--- config.mk ---
export PLATFORM = sky130hd
export DESIGN_NAME = tick_counter_bank
export DESIGN_NICKNAME = d
export VERILOG_FILES = /design/src/rtl/tick_counter_pkg.sv /design/src/rtl/tick_counter_channel.sv /design/src/rtl/tick_counter_bank.sv
export SDC_FILE = /design/constraint.sdc
export NUM_CORES = 1
export LEC_CHECK = 0
export ABC_AREA = 0
export CORE_MARGIN = 2
export CORE_UTILIZATION = 34
export DETAILED_ROUTE_END_ITERATION = 7
export DONT_BUFFER_PORTS = 1
export GPL_TIMING_DRIVEN = 0
export PLACE_DENSITY_LB_ADDON = 0.25
export SKIP_LAST_GASP = 1
export SLEW_MARGIN = 20
export SYNTH_ARGS = -nofsm -noshare
export SYNTH_HDL_FRONTEND = slang
export SYNTH_HIERARCHICAL = 1
export SYNTH_SLANG_ARGS = --single-unit
--- constraint.sdc ---
create_clock -name clk -period 5.5 [get_ports clk]
set_input_delay 0.275 -clock clk [delete_from_list [all_inputs] [get_ports clk]]
set_output_delay 0.275 -clock clk [all_outputs]
set_load 0.02 [all_outputs]
--- src/rtl/tick_counter_pkg.sv ---
// Shared constants and helpers for the tick counter bank.
package tick_counter_pkg;

   // Direction request encoding (1 = count up).
   localparam logic DIR_UP   = 1'b1;
   localparam logic DIR_DOWN = 1'b0;

   // Boundary handling mode encoding.
   localparam logic MODE_WRAP = 1'b0;
   localparam logic MODE_SAT  = 1'b1;

   // Widest value bin2gray accepts; callers zero-extend in and truncate out
   // to their own WIDTH, which keeps the helper width-independent.
   localparam int GRAY_MAX_W = 64;

   // Binary to reflected Gray code.
   function automatic logic [GRAY_MAX_W-1:0] bin2gray(input logic [GRAY_MAX_W-1:0] v);
      return v ^ (v >> 1);
   endfunction

endpackage

--- src/rtl/tick_counter_channel.sv ---
// One counter channel: live count, registered direction, display snapshot
// and boundary pulse. All state advances only on tick edges, except load.
// Build option: define SNAP_GRAY_EN to store the snapshot as Gray code.
module tick_counter_channel
   import tick_counter_pkg::*;
#(
   parameter int WIDTH = 8
) (
   input  logic             clk,
   input  logic             reset,
   input  logic             tick,
   input  logic             direction,
   input  logic             sat_mode,
   input  logic             load,
   input  logic [WIDTH-1:0] load_val,
   output logic [WIDTH-1:0] count,
   output logic [WIDTH-1:0] snap,
   output logic             term
);

   localparam logic [WIDTH-1:0] CNT_MAX = {WIDTH{1'b1}};
   localparam logic [WIDTH-1:0] CNT_MIN = {WIDTH{1'b0}};

   logic [WIDTH-1:0] count_reg, count_next;
   logic [WIDTH-1:0] snap_reg,  snap_next;
   logic             dir_reg,   dir_next;
   logic             term_reg,  term_next;
   logic [WIDTH-1:0] snap_value;

   // Snapshot encoding of the pre-update count.
`ifdef SNAP_GRAY_EN
   assign snap_value = WIDTH'(bin2gray(GRAY_MAX_W'(count_reg)));
`else
   assign snap_value = count_reg;
`endif

   // Next-state: step on tick (load wins over the step), direction and
   // snapshot refresh on every tick, term only when a step hits a boundary.
   always_comb begin
      count_next = count_reg;
      snap_next  = snap_reg;
      dir_next   = dir_reg;
      term_next  = 1'b0;
      if (tick) begin
         dir_next  = direction;
         snap_next = snap_value;
         if (load) begin
            count_next = load_val;
         end else if (dir_reg == DIR_UP) begin
            if (count_reg == CNT_MAX) begin
               term_next  = 1'b1;
               count_next = (sat_mode == MODE_SAT) ? CNT_MAX : CNT_MIN;
            end else begin
               count_next = count_reg + WIDTH'(1);
            end
         end else begin
            if (count_reg == CNT_MIN) begin
               term_next  = 1'b1;
               count_next = (sat_mode == MODE_WRAP) ? CNT_MAX : CNT_MIN;
            end else begin
               count_next = count_reg - WIDTH'(1);
            end
         end
      end else if (load) begin
         count_next = load_val;
      end
   end

   // Channel state registers with synchronous active-low reset.
   always_ff @(posedge clk) begin
      if (!reset) begin
         count_reg <= '0;
         snap_reg  <= '0;
         dir_reg   <= DIR_DOWN;
         term_reg  <= 1'b0;
      end else begin
         count_reg <= count_next;
         snap_reg  <= snap_next;
         dir_reg   <= dir_next;
         term_reg  <= term_next;
      end
   end

   assign count = count_reg;
   assign snap  = snap_reg;
   assign term  = term_reg;

endmodule

--- src/rtl/tick_counter_bank.sv ---
// Multi-channel up/down counter bank driven by a clock-enable tick rather
// than a derived clock. Holds the tick divider and load decode; each
// channel lives in tick_counter_channel.
// Build option: SNAP_GRAY_EN (Gray-coded snapshots, see channel).
module tick_counter_bank
   import tick_counter_pkg::*;
#(
   parameter int NUM_CH   = 4,
   parameter int WIDTH    = 8,
   parameter int TICK_DIV = 100
) (
   input  logic                                         clk,
   input  logic                                         reset,
   input  logic                                         en,
   input  logic [NUM_CH-1:0]                            direction,
   input  logic                                         sat_mode,
   input  logic                                         load,
   input  logic [((NUM_CH > 1) ? $clog2(NUM_CH) : 1)-1:0] load_ch,
   input  logic [WIDTH-1:0]                             load_val,
   output logic                                         tick,
   output logic [NUM_CH*WIDTH-1:0]                      count,
   output logic [NUM_CH*WIDTH-1:0]                      snap,
   output logic [NUM_CH-1:0]                            term
);

   localparam int CH_W  = (NUM_CH > 1) ? $clog2(NUM_CH) : 1;
   localparam int DIV_W = (TICK_DIV > 1) ? $clog2(TICK_DIV) : 1;
   localparam logic [DIV_W-1:0] DIV_LAST = DIV_W'(TICK_DIV - 1);

   logic [DIV_W-1:0] div_reg, div_next;
   logic             tick_reg, tick_next;

   // Divider next-state: count 0..TICK_DIV-1 while enabled, flag the last
   // value so tick is high in the following cycle; disabled holds div.
   always_comb begin
      div_next  = div_reg;
      tick_next = 1'b0;
      if (en) begin
         tick_next = (div_reg == DIV_LAST);
         div_next  = (div_reg == DIV_LAST) ? '0 : div_reg + DIV_W'(1);
      end
   end

   // Divider and tick registers.
   always_ff @(posedge clk) begin
      if (!reset) begin
         div_reg  <= '0;
         tick_reg <= 1'b0;
      end else begin
         div_reg  <= div_next;
         tick_reg <= tick_next;
      end
   end

   assign tick = tick_reg;

   // One channel per index; an out-of-range load_ch matches no channel.
   for (genvar gi = 0; gi < NUM_CH; gi++) begin : g_ch
      logic load_hit;
      assign load_hit = load && (load_ch == CH_W'(gi));

      tick_counter_channel #(
         .WIDTH (WIDTH)
      ) u_channel (
         .clk       (clk),
         .reset     (reset),
         .tick      (tick_reg),
         .direction (direction[gi]),
         .sat_mode  (sat_mode),
         .load      (load_hit),
         .load_val  (load_val),
         .count     (count[gi*WIDTH +: WIDTH]),
         .snap      (snap[gi*WIDTH +: WIDTH]),
         .term      (term[gi])
      );
   end

endmodule

Word level (Yosys, flattened, before mapping)

Cells that the tools add are included.
Widths: inputs -> output; s select.

Bits in registers: 80
Input port bits: 19
Output and inout bits: 69

Add/subtract/negate cells: 9
Equal/unequal tests: 8
Muxes and demuxes: 39
Bitwise operators: 2
Reductions and logical operators: 18

Operators with widths:

| operator            | number |
|---|---|
| $mux 8              | 26 |
| $add 8x1->8 const B | 4 |
| $eq 8x8->1 const B  | 4 |
| $logic_not 8->1     | 4 |
| $sub 8x1->8 const B | 4 |
| $mux 1              | 12 |
| $reduce_or 3->1     | 4 |
| $reduce_bool 2->1   | 4 |
| $add 7x1->7 const B | 1 |
| $eq 7x7->1 const B  | 1 |
| $mux 7              | 1 |
| $eq 2x2->1 const B  | 2 |
| $logic_and 1x1->1   | 4 |
| $eq 2x1->1 const B  | 1 |
| $logic_not 2->1     | 1 |
| $not 1->1           | 2 |
| $reduce_and 2->1    | 1 |

Depth between registers and ports, before layout

Gate-level depths: netlist of the first run.

Depth after elaboration: 5
Depth in mapped cells: 8

Cells and area by module

Netlist of the first run, hierarchy kept.

By module, submodules not included:

| module               | instances | cells each | area each (µm²) |
|---|---|---|---|
| tick_counter_channel | 4         | 152        | 1207.4 |
| tick_counter_bank    | 1         | 42         | 372.9 |

Worst setup path after synthesis of the first run

OpenSTA, ideal clock, no wires.

Kind: register to register
Start point: register g_ch[0].u_channel.count_reg[3]
End point: register g_ch[0].u_channel.count_reg[4]
Setup time: 0.125 ns
Arrival time: 1.726 ns
Data required time: 5.375 ns
Path slack: 3.649 ns
Cell stages (with the launch flop): 7
Path buffers: 1
Cells stage by stage: dfxtp_1 > buf_6 > or4_4 > nor3_2 > o311ai_0 > a21oi_1 > o22ai_1

Word-level cells in the longest chain between the ends: 5

RTL lines:

| element                             | RTL line                                               | RTL |
|---|---|---|
| from (decl)                         | tick_counter_channel.sv:24                             | `logic [WIDTH-1:0] count_reg, count_next;` |
| from (signal assigned)              | tick_counter_channel.sv:77                             | `count_reg <= count_next;` |
| $sub 8x1->8 (tied with other cells) | tick_counter_channel.sv:61                             | `count_next = count_reg - WIDTH'(1);` |
| $mux 8 (on tied branches)           | tick_counter_channel.sv:57, tick_counter_channel.sv:50 |  |
| $mux 8 *                            | tick_counter_channel.sv:49                             | `end else if (dir_reg == DIR_UP) begin` |
| $mux 8 *                            | tick_counter_channel.sv:47                             | `if (load) begin` |
| $mux 8 *                            | tick_counter_channel.sv:44                             | `if (tick) begin` |

Every way passes the cells marked *; elsewhere a longest branch is shown, timed or not.
A chain may end at the register's enable or synchronous reset.

Final worst setup path of the first run

Start point: register g_ch[1].u_channel.count_reg[0]
End point: register g_ch[1].u_channel.count_reg[1]

Word-level cells in the longest chain between the ends: 5

RTL lines:

| element                             | RTL line |
|---|---|
| from (decl)                         | tick_counter_channel.sv:24 |
| from (signal assigned)              | tick_counter_channel.sv:77 |
| $sub 8x1->8 (tied with other cells) | tick_counter_channel.sv:61 |
| $mux 8 (on tied branches)           | tick_counter_channel.sv:57, tick_counter_channel.sv:50 |
| $mux 8 *                            | tick_counter_channel.sv:49 |
| $mux 8 *                            | tick_counter_channel.sv:47 |
| $mux 8 *                            | tick_counter_channel.sv:44 |

Marks and branches as above.

==> results.toml, run 1 <==
[status]
status = "complete, no violations"

[synth]
yosys_most_used_dff = "dfxtp_1"
ys_top_cells_by_area = "dfxtp_1, mux2i_1, nor2_1"
synth-simple-area-share_pct = 26.2
muxShareOfSynthArea_pct = 8.66
synth_compound_area_share_pct = 21.9
synth_top_cell_by_area = "dfxtp_1"
ys_seq_elements = 80
synth_async_sr_flop_share_pct = 0
yosys-top-cells-count = "dfxtp_1, nor2_1, nand2_1"
syn_inst = 650
syn-cell-area_sq_um = 5200
yosysUniqueCellTypes = 42
synth_fa_ha_area_share_pct = 3.13
synth_top_family_by_area = "simple AND/OR/NAND/NOR gates"
avgSynthCellArea_sq_um = 8.00
syn-num-nets = 682
synth_xor_area_share_pct = 3.37
seq_area_frac_synth_pct = 30.8
synth.most_common_cell = "dfxtp_1"
synth_edf_count = 0
synth_warnings = 6
synth_top_area_share_pct = 30.8

[floorplan]
die_w_microns = 128
io_pins = 88
row_count = 45
core_sq_um = 15100
start_util_pct = 34.5
dieArea_sq_um = 16300
die_y_microns = 128

[detailed_routing]
drt.antenna.violating_nets = 0
vias_per_cell = 5.74
first_pass_iters = 5
drc = 0
drt_wl_total_microns = 15700
drt_first_iter_violations = 490
routedWlPerCell_microns = 18.4
vias = 4906

[place]
place_area_sq_um = 5440
port_buffers = 0
hpwl_microns = 11200
place_ws_ps = 3280
gp_congestion = 0.899
placed_cells = 838

[sta]
hold_viol = 0
rsz0062_at_grt = "false"
finalCritPeriodShare_pct = 40.8
fmax_mhz = 445
holdWs_ps = 61.9
skew_ps = 4.81
final_max_slew_viol_count = 0
post-route-min-period_ps = 2250
setup_viol = 0
max_slew_margin_pct = 47.1
worst_slack_ps = 3250
tns_ps = 0
worstMarginPinSlew_ps = 794

[setup_path]
r2r-end = "g_ch[1].u_channel/count[1]"
crit_chain = "ha_1 -> nand3_1 -> nor3_1 -> nor2_1 -> a211oi_1 -> o22ai_1"
startpoint_type = "flip-flop"
r2r_start = "g_ch[1].u_channel/count[0]"
cp_max_fo = 9
endpoint_kind = "flip-flop"
worstPathRequired_ps = 5720
cp_slowest_cell = "dfxtp_1"
r2r_setup_slack_ps = 3250
arrival_ps = 2460
worst_r2r_path_depth = 6
critical_path_class = "reg -> reg"
max_stage_delay_ps = 630

[power]
p_sw_mw = 0.403
pwr-share-seq_pct = 37.9
p_per_area_nw_per_um2 = 277
leakagePower_nw = 1.93
p_sw_share_pct = 25.0
irDropWorstVdd_uv = 159
power.share.combinational_pct = 13.3
total_power_mw = 1.61
intPower_mw = 1.21
power_frac_clock_pct = 48.8

[cts]
cts_resized = 0
cts_tree = "built"
clk_latency_ps = 350
clock_sinks = 80
cts_made_buffers = 9
clockRootBuffer = "clkbuf_16"
post-cts-setup-buffer-count = 0
htreeDepth = 3
clk_pin_slew_ps = 60
holdBufCountCts = 0
clock_path_buffers = 2

[min_path]
whs_path_depth = 1
holdPathEnd = "div_reg[1]"
min_path_type = "in -> reg"
hp-start = "reset"

[grt]
antenna_found_initial = 0
first_global_vias = 4709
grt_max_degree = 25
grt_overflow = 0
grt_pass1_wl_microns = 25400
grt_usage_pct = 19.6

[final_layout]
final_util_pct = 38.6
antenna_cells = 0
instances_no_fill = 854
syn_to_final_growth_pct = 11.9
drive_above_1_share_pct = 8.56
fin_area_sq_um = 5820
nets = 693

[run]
maxCapViolCount = 0
## metal layers
metal	routed length, microns	vias up	global-route usage [%]
met1	6970	2345	25.2
met4	427	0	8.47
met3	1090	25	4.59
met5	0	-	0
met2	7210	179	31.5
li1	-	2357	-
## worst max-delay path, delay by kind of cell, from the launching register on
family          cells  cell delay, ps
simple gates        3             740
flops               1             630
compound gates      2             420
fa+ha+maj           1             310
## cells in the final DEF, fill, tap and decap left out, types with 5 or more instances in the layout
| cell | netlist | routed |
|---|---|---|
| nor2b_1 | 5 | 5 |
| or3_1 | 6 | 6 |
| a21oi_1 | 46 | 46 |
| xnor2_1 | 10 | 10 |
| nor2_1 | 77 | 77 |
| o21ai_0 | 26 | 26 |
| ha_1 | 13 | 13 |
| dfxtp_1 | 80 | 80 |
| o311ai_0 | 24 | 24 |
| o31ai_1 | 8 | 8 |
| clkbuf_16 | 0 | 9 |
| o22ai_1 | 12 | 12 |
| inv_1 | 24 | 24 |
| nand2_1 | 56 | 56 |
| nand3_1 | 18 | 18 |
| nor3b_1 | 13 | 13 |
| clkbuf_1 | 40 | 41 |
| bufinv_16 | 0 | 5 |
| and3_1 | 5 | 5 |
| xor2_1 | 10 | 10 |
| a21boi_0 | 8 | 8 |
| nand2b_1 | 24 | 24 |
| buf_2 | 5 | 5 |
| or2_2 | 8 | 8 |
| mux2i_1 | 45 | 45 |
| nor3_1 | 20 | 20 |
| nor4_1 | 5 | 5 |
## final cells by class
class,instances,area [sq um]
plain buffers,49,220
inverters,24,90.1
multi-input cells,497,3290
clock inverters,6,155
well taps,188,235
clock buffers,10,229
fillers,1562,9270
flip-flops and latches,80,1600
## worst max-delay path by stage
stage | startpoint | end
final | g_ch[1].u_channel/count[0] | g_ch[1].u_channel/count[1]
after global routing | g_ch[1].u_channel/count[0] | g_ch[1].u_channel/count[0]
after CTS | tick | g_ch[1].u_channel/count[6]
after detailed placement | g_ch[1].u_channel/count[0] | g_ch[1].u_channel/count[1]
after global placement | tick | g_ch[1].u_channel/count[6]
after floorplan | g_ch[0].u_channel/count[3] | g_ch[0].u_channel/count[4]
## power by group through the flow
stage / clock [mW] / combinational [mW] / sequential [mW]
CTS: 0.806 / 0.212 / 0.612
detailed placement: 0 / 0.210 / 0.625
finish: 0.787 / 0.214 / 0.612
floorplan: 0 / 0.171 / 0.620
global placement: 0 / 0.208 / 0.625
global route: 0.828 / 0.239 / 0.614
## kinds of logic after synthesis
group,after synthesis
buf+inv,73
flops,80
fa+ha+maj,13
xor+xnor,20
compound gates,161
simple gates,258
mux,45
Note: power is estimated with default switching activity, not from simulation.
==> run 2: changes to the inputs <==
--- a/config.mk
+++ b/config.mk
@@ -5,7 +5,7 @@
 export SDC_FILE = /design/constraint.sdc
 export NUM_CORES = 1
 export LEC_CHECK = 0
-export ABC_AREA = 0
+export ABC_AREA = 1
 export CORE_MARGIN = 2
 export CORE_UTILIZATION = 34
 export DETAILED_ROUTE_END_ITERATION = 7
==> constraint.sdc (replaced) <==
create_clock -name clk -period 1.9 [get_ports clk]
set_input_delay 0.095 -clock clk [delete_from_list [all_inputs] [get_ports clk]]
set_output_delay 0.095 -clock clk [all_outputs]
set_load 0.02 [all_outputs]
==> run 2 against run 1 <==
Compared with the run above: sequential cell count unchanged; first-iteration DRC count is 1.8% lower; die area is 0.79% higher; utilization is 0.67 points higher; register-to-register slack worse by 3100 ps; setup slack worse by 3200 ps; critical path type is now in -> reg.
==> results.toml, run 2 <==
[status]
status = "complete, no violations"

[place]
hpwl_microns = 11400
gp_congestion = 0.875
place_ws_ps = -149
placed_cells = 959
port_buffers = 0

[detailed_routing]
first_pass_iters = 5
drt_wl_total_microns = 15900
vias = 5108
drt_first_iter_violations = 481
drt.antenna.violating_nets = 0
routedWlPerCell_microns = 16.1
vias_per_cell = 5.16
drc = 0

[sta]
post-route-min-period_ps = 1820
worst_slack_ps = 78.1
max_slew_margin_pct = 62.7
rsz0062_at_grt = "true"
finalCritPeriodShare_pct = 95.9
hold_viol = 0
setup_viol = 0
holdWs_ps = 41.8
worstMarginPinSlew_ps = 559
final_max_slew_viol_count = 0
fmax_mhz = 549
skew_ps = 4.81

[synth]
synth_top_area_share_pct = 30.5
syn-num-nets = 803
yosysUniqueCellTypes = 28
yosys-top-cells-count = "nand2_1, nor2_1, dfxtp_1"
ys_seq_elements = 80
synth_top_cell_by_area = "dfxtp_1"
synth_warnings = 6
yosys_most_used_dff = "dfxtp_1"
ys_top_cells_by_area = "dfxtp_1, nand2_1, nor2_1"
syn_inst = 771
syn-cell-area_sq_um = 5250
avgSynthCellArea_sq_um = 6.80
synth.most_common_cell = "nand2_1"
synth_edf_count = 0
synth_async_sr_flop_share_pct = 0
seq_area_frac_synth_pct = 30.5

[cts]
clock_sinks = 80
clk_pin_slew_ps = 60
cts_made_buffers = 9
cts_tree = "built"
clockRootBuffer = "clkbuf_16"
htreeDepth = 3
clock_path_buffers = 2
clk_latency_ps = 340

[grt]
grt_max_degree = 30
grt_overflow = 0
grt_usage_pct = 19.6
first_global_vias = 4753
antenna_found_initial = 0
grt_pass1_wl_microns = 25300

[setup_path]
crit_chain = "dlygate4sd3_1 -> o21ai_0 -> dlygate4sd3_1 -> nor2_1 -> dlygate4sd3_1"
endpoint = "div_reg[1]"
cp_max_fo = 5
r2r-end = "g_ch[2].u_channel/count[0]"
r2r_setup_slack_ps = 110
path_common_cell = "dlygate4sd3_1"
cp_slowest_cell = "dlygate4sd3_1"
critical_path_class = "in -> reg"
worstSetupPathDepth = 5
crit_family = "buffers and inverters"
worstPathRequired_ps = 2180
arrival_ps = 2100
worst_r2r_path_depth = 9
startpoint_type = "primary input"
worst-path-buf-inv = 3
r2r_start = "g_ch[2].u_channel/count[0]"
max_stage_delay_ps = 640
endpoint_kind = "flip-flop"
cp-startpoint = "reset"

[final_layout]
layout_common_cells = "nand2_1, nor2_1, dfxtp_1"
nets = 830
drive_above_1_share_pct = 13.2
final_util_pct = 39.3
antenna_cells = 0
instances_no_fill = 990
syn_to_final_growth_pct = 13.4
final_common_cell = "nand2_1"

[power]
p_sw_mw = 1.23
leakagePower_nw = 2.52
p_per_area_nw_per_um2 = 707
pwr-share-seq_pct = 42.2
power_frac_clock_pct = 41.4
irDropWorstVdd_uv = 375
total_power_mw = 4.20
power.share.combinational_pct = 16.4
p_sw_share_pct = 29.3
intPower_mw = 2.97

[floorplan]
core_sq_um = 15100
dieArea_sq_um = 16400
die_y_microns = 128
start_util_pct = 34.6
io_pins = 88
die_w_microns = 128
row_count = 45

[run]
maxCapViolCount = 0

[min_path]
hp-start = "en"
min_path_type = "in -> reg"
-- run 2: metrics by stage --
step                      setup TNS, ps  area [sq um]
after CTS                         -14.6          5920
after floorplan                       0          5250
final                                 0          5950
after detailed placement          -1360          5480
after global placement           -20660          5480
after global routing              -34.3          5950
-- run 2: worst register-to-register path: stages (launching register included) --
cell and delay (ps):
dfxtp_2 380, inv_1 250, ha_1 260, nand2_1 120
o21ai_1 260, nand2_1 150, nand2_1 80, nand2_1 50
nand2_1 70, a21oi_2 50
-- run 2: power groups by stage --
| stage | combinational [mW] | clock (mW) | sequential (mW) |
|---|---|---|---|
| after floorplan | 0.514 | 0 | 1.80 |
| after global placement | 0.635 | 0 | 1.81 |
| after detailed placement | 0.632 | 0 | 1.81 |
| after CTS | 0.681 | 1.78 | 1.78 |
| after global routing | 0.774 | 1.86 | 1.78 |
| final | 0.688 | 1.74 | 1.77 |
-- run 2: cell families (layout without fill, tap and decap cells) --
| family | after synthesis | in the layout | synth area share [%] |
|---|---|---|---|
| adder cells (fa/ha/maj) | 13 | 13 | 3.10 |
| buffers and inverters | 104 | 135 | 9.16 |
| AND/OR/NAND/NOR | 386 | 386 | 35.3 |
| AO/OA/AOI/OAI | 166 | 166 | 18.2 |
| XOR/XNOR | 22 | 22 | 3.67 |
| flip-flops | 80 | 80 | 30.5 |
-- run 2: worst min path at each step --
| stage | to | slack, ps | cells past startpoint |
|---|---|---|---|
| 3_3_place_gp | div_reg[1] | 240 | 2 |
| 6_report | div_reg[2] | 40 | 3 |
| 3_5_place_dp | div_reg[1] | 240 | 2 |
| 4_1_cts | g_ch[0].u_channel/count[5] | 20 | 3 |
| 5_1_grt | g_ch[0].u_channel/count[5] | 20 | 3 |
| 2_1_floorplan | div_reg[0] | 230 | 2 |
-- run 2: cell type report --
class | count | area [sq um]
Buffer | 28 | 195
Clock buffer | 9 | 225
Clock inverter | 6 | 61.3
Fill cell | 1593 | 9200
Inverter | 76 | 285
Multi-Input combinational cell | 587 | 3160
Sequential cell | 80 | 1620
Tap cell | 188 | 235
Timing Repair Buffer | 16 | 165
-- run 2: what timing repair did --
item / 4_1_cts / 5_1_grt
cloned: 0 / 0
endpoints found under the hold margin: 40 / 0
hold buffers: 15 / 0
endpoints found under the setup margin: 18 / 25
buffers inserted: 0 / 1
resized for setup: 3 / 6
-- run 2: layer usage --
metal  vias to the layer above  global-route usage [%]  wire (microns)
met3                        19                    4.84            1030
met4                         0                    6.85             229
met2                       152                    30.1            7070
li1                       2595                       -               -
met5                         -                       0               0
met1                      2342                    26.7            7580
==> run 3: changes to the inputs <==
--- a/config.mk
+++ b/config.mk
@@ -5,7 +5,6 @@
 export SDC_FILE = /design/constraint.sdc
 export NUM_CORES = 1
 export LEC_CHECK = 0
-export ABC_AREA = 1
 export CORE_MARGIN = 2
 export CORE_UTILIZATION = 34
 export DETAILED_ROUTE_END_ITERATION = 7
==> run 3 against run 2 <==
Compared with the run above: the run now ends with setup timing left; clock skew about the same; largest cell class unchanged; setup slack worse by 170 ps; highest routed layer unchanged; critical path depth up 2.
==> results.toml, run 3 (synthesis results as in run 1) <==
[status]
status = "complete, but fails checks"
violations = "setup timing"

[cts]
clk_latency_ps = 350
clock_path_buffers = 2
clockRootBuffer = "clkbuf_16"
cts_tree = "built"
cts_made_buffers = 9
clock_sinks = 80
htreeDepth = 3
clk_pin_slew_ps = 60

[final_layout]
syn_to_final_growth_pct = 28.4
nets = 739
drive_above_1_share_pct = 22.1
final_util_pct = 44.3
final_common_cell = "nor2_1"
antenna_cells = 0
fillers = 1487
instances_no_fill = 900
layout_common_cells = "nor2_1, dfxtp_1, nand2_1"
multi_input_area_sq_um = 3560
ff_latch_area_sq_um = 1660

[grt]
grt_max_degree = 25
grt_pass1_wl_microns = 26400
antenna_found_initial = 0
grt_overflow = 0
grt_usage_pct = 20.5
first_global_vias = 4907

[power]
power.share.combinational_pct = 17.9
pwr-share-seq_pct = 35.8
power_frac_clock_pct = 46.3
p_sw_mw = 1.28
p_sw_share_pct = 25.9
irDropWorstVdd_uv = 450
intPower_mw = 3.66
p_per_area_nw_per_um2 = 739
leakagePower_nw = 2.33

[sta]
worstMarginPinSlew_ps = 731
max_slew_margin_pct = 51.3
final_max_slew_viol_count = 0
fmax_mhz = 501
post-route-min-period_ps = 2000
setup_viol = 17
hold_viol = 0
finalCritPeriodShare_pct = 105
skew_ps = 4.38
worst_slack_ps = -95.2
rsz0062_at_grt = "true"

[min_path]
min_path_type = "in -> reg"

[setup_path]
r2r_setup_slack_ps = -100
startpoint_type = "flip-flop"
cp-startpoint = "g_ch[0].u_channel/count[3]"
worstPathRequired_ps = 2120
endpoint = "g_ch[0].u_channel/count[4]"
r2r_start = "g_ch[0].u_channel/count[3]"
arrival_ps = 2220
cp_max_fo = 4
critical_path_class = "reg -> reg"
endpoint_kind = "flip-flop"
worst_r2r_path_depth = 7
r2r-end = "g_ch[0].u_channel/count[4]"

[detailed_routing]
drc = 0
drt.antenna.violating_nets = 0
vias_per_cell = 5.87
first_pass_iters = 5
routedWlPerCell_microns = 19.0
drt_first_iter_violations = 535
vias = 5282
drt_wl_total_microns = 17100

[floorplan]
row_count = 45
dieArea_sq_um = 16300
die_y_microns = 128
core_sq_um = 15100
io_pins = 88
start_util_pct = 34.5
die_w_microns = 128

[place]
place_ws_ps = -318
port_buffers = 0
gp_congestion = 0.899
placed_cells = 838
hpwl_microns = 11200

[run]
maxCapViolCount = 0
-- run 3: changes by cell type in the layout (fill, tap and decap cells not counted), sizes merged, moves of 25 or more --
cell and delta:
o21ai -44, nand3 -26, clkbuf +25, a22oi -28, inv -52, nand2 -143
mux2i +45, nor2 -39
-- run 3: worst min-delay path by stage --
stage                      startpoint                         end  cells past startpoint  slack (ps)
after floorplan                 reset                  div_reg[4]                      1         220
after CTS                 load_val[4]  g_ch[3].u_channel/count[4]                      2           8
after global placement          reset                  div_reg[4]                      1         220
after detailed placement        reset                  div_reg[4]                      1         230
final                     load_val[7]  g_ch[3].u_channel/count[7]                      3          20
after global routing      load_val[4]  g_ch[3].u_channel/count[4]                      2          10
-- run 3: cell type report --
cell class / instances / area share, %
multi-input cells: 497 / 53.2
flip-flops and latches: 80 / 24.9
repair buffers: 46 / 6.54
plain buffers: 49 / 4.74
well taps: 188 / 3.52
clock buffers: 10 / 3.43
clock inverters: 6 / 2.32
inverters: 24 / 1.35
-- run 3: what timing repair did --
item	CTS	global route
setup endpoints to repair	72	44
resized for setup	85	75
hold buffers	26	0
pin swaps	21	41
endpoints found under the hold margin	42	0
setup buffers	5	15
-- run 3: layer usage --
metal / routed length [microns] / track usage [%] / vias up
met5: 0 / 0 / -
met4: 342 / 7.82 / 0
met3: 1310 / 5.34 / 35
met2: 8070 / 33.0 / 241
met1: 7390 / 26.4 / 2533
li1: - / - / 2473
-- run 3: power groups by stage --
stage / combinational [mW] / clock, mW / sequential, mW
2_1_floorplan: 0.494 / 0 / 1.80
3_3_place_gp: 0.602 / 0 / 1.81
3_5_place_dp: 0.609 / 0 / 1.81
4_1_cts: 0.725 / 2.33 / 1.77
5_1_grt: 0.954 / 2.41 / 1.77
6_report: 0.886 / 2.29 / 1.76
-- run 3: metrics by stage --
stage | hold WS (ps) | power [mW] | area [sq um] | TNS, ps
finish | 16.8 | 4.94 | 6680 | -744
global route | 14.8 | 5.13 | 6680 | -2190
CTS | 7.84 | 4.83 | 6330 | -84.8
detailed placement | 227 | 2.42 | 5440 | -11270
global placement | 225 | 2.41 | 5440 | -9150
floorplan | 217 | 2.29 | 5200 | 0
-- run 3: worst max-delay path: stages, from the launching register on --
cell and delay (ps):
dfxtp_4 380, buf_8 130, or4_4 550, buf_4 170, o311ai_4 250, o211ai_1 140
a21oi_1 170, o22ai_1 80
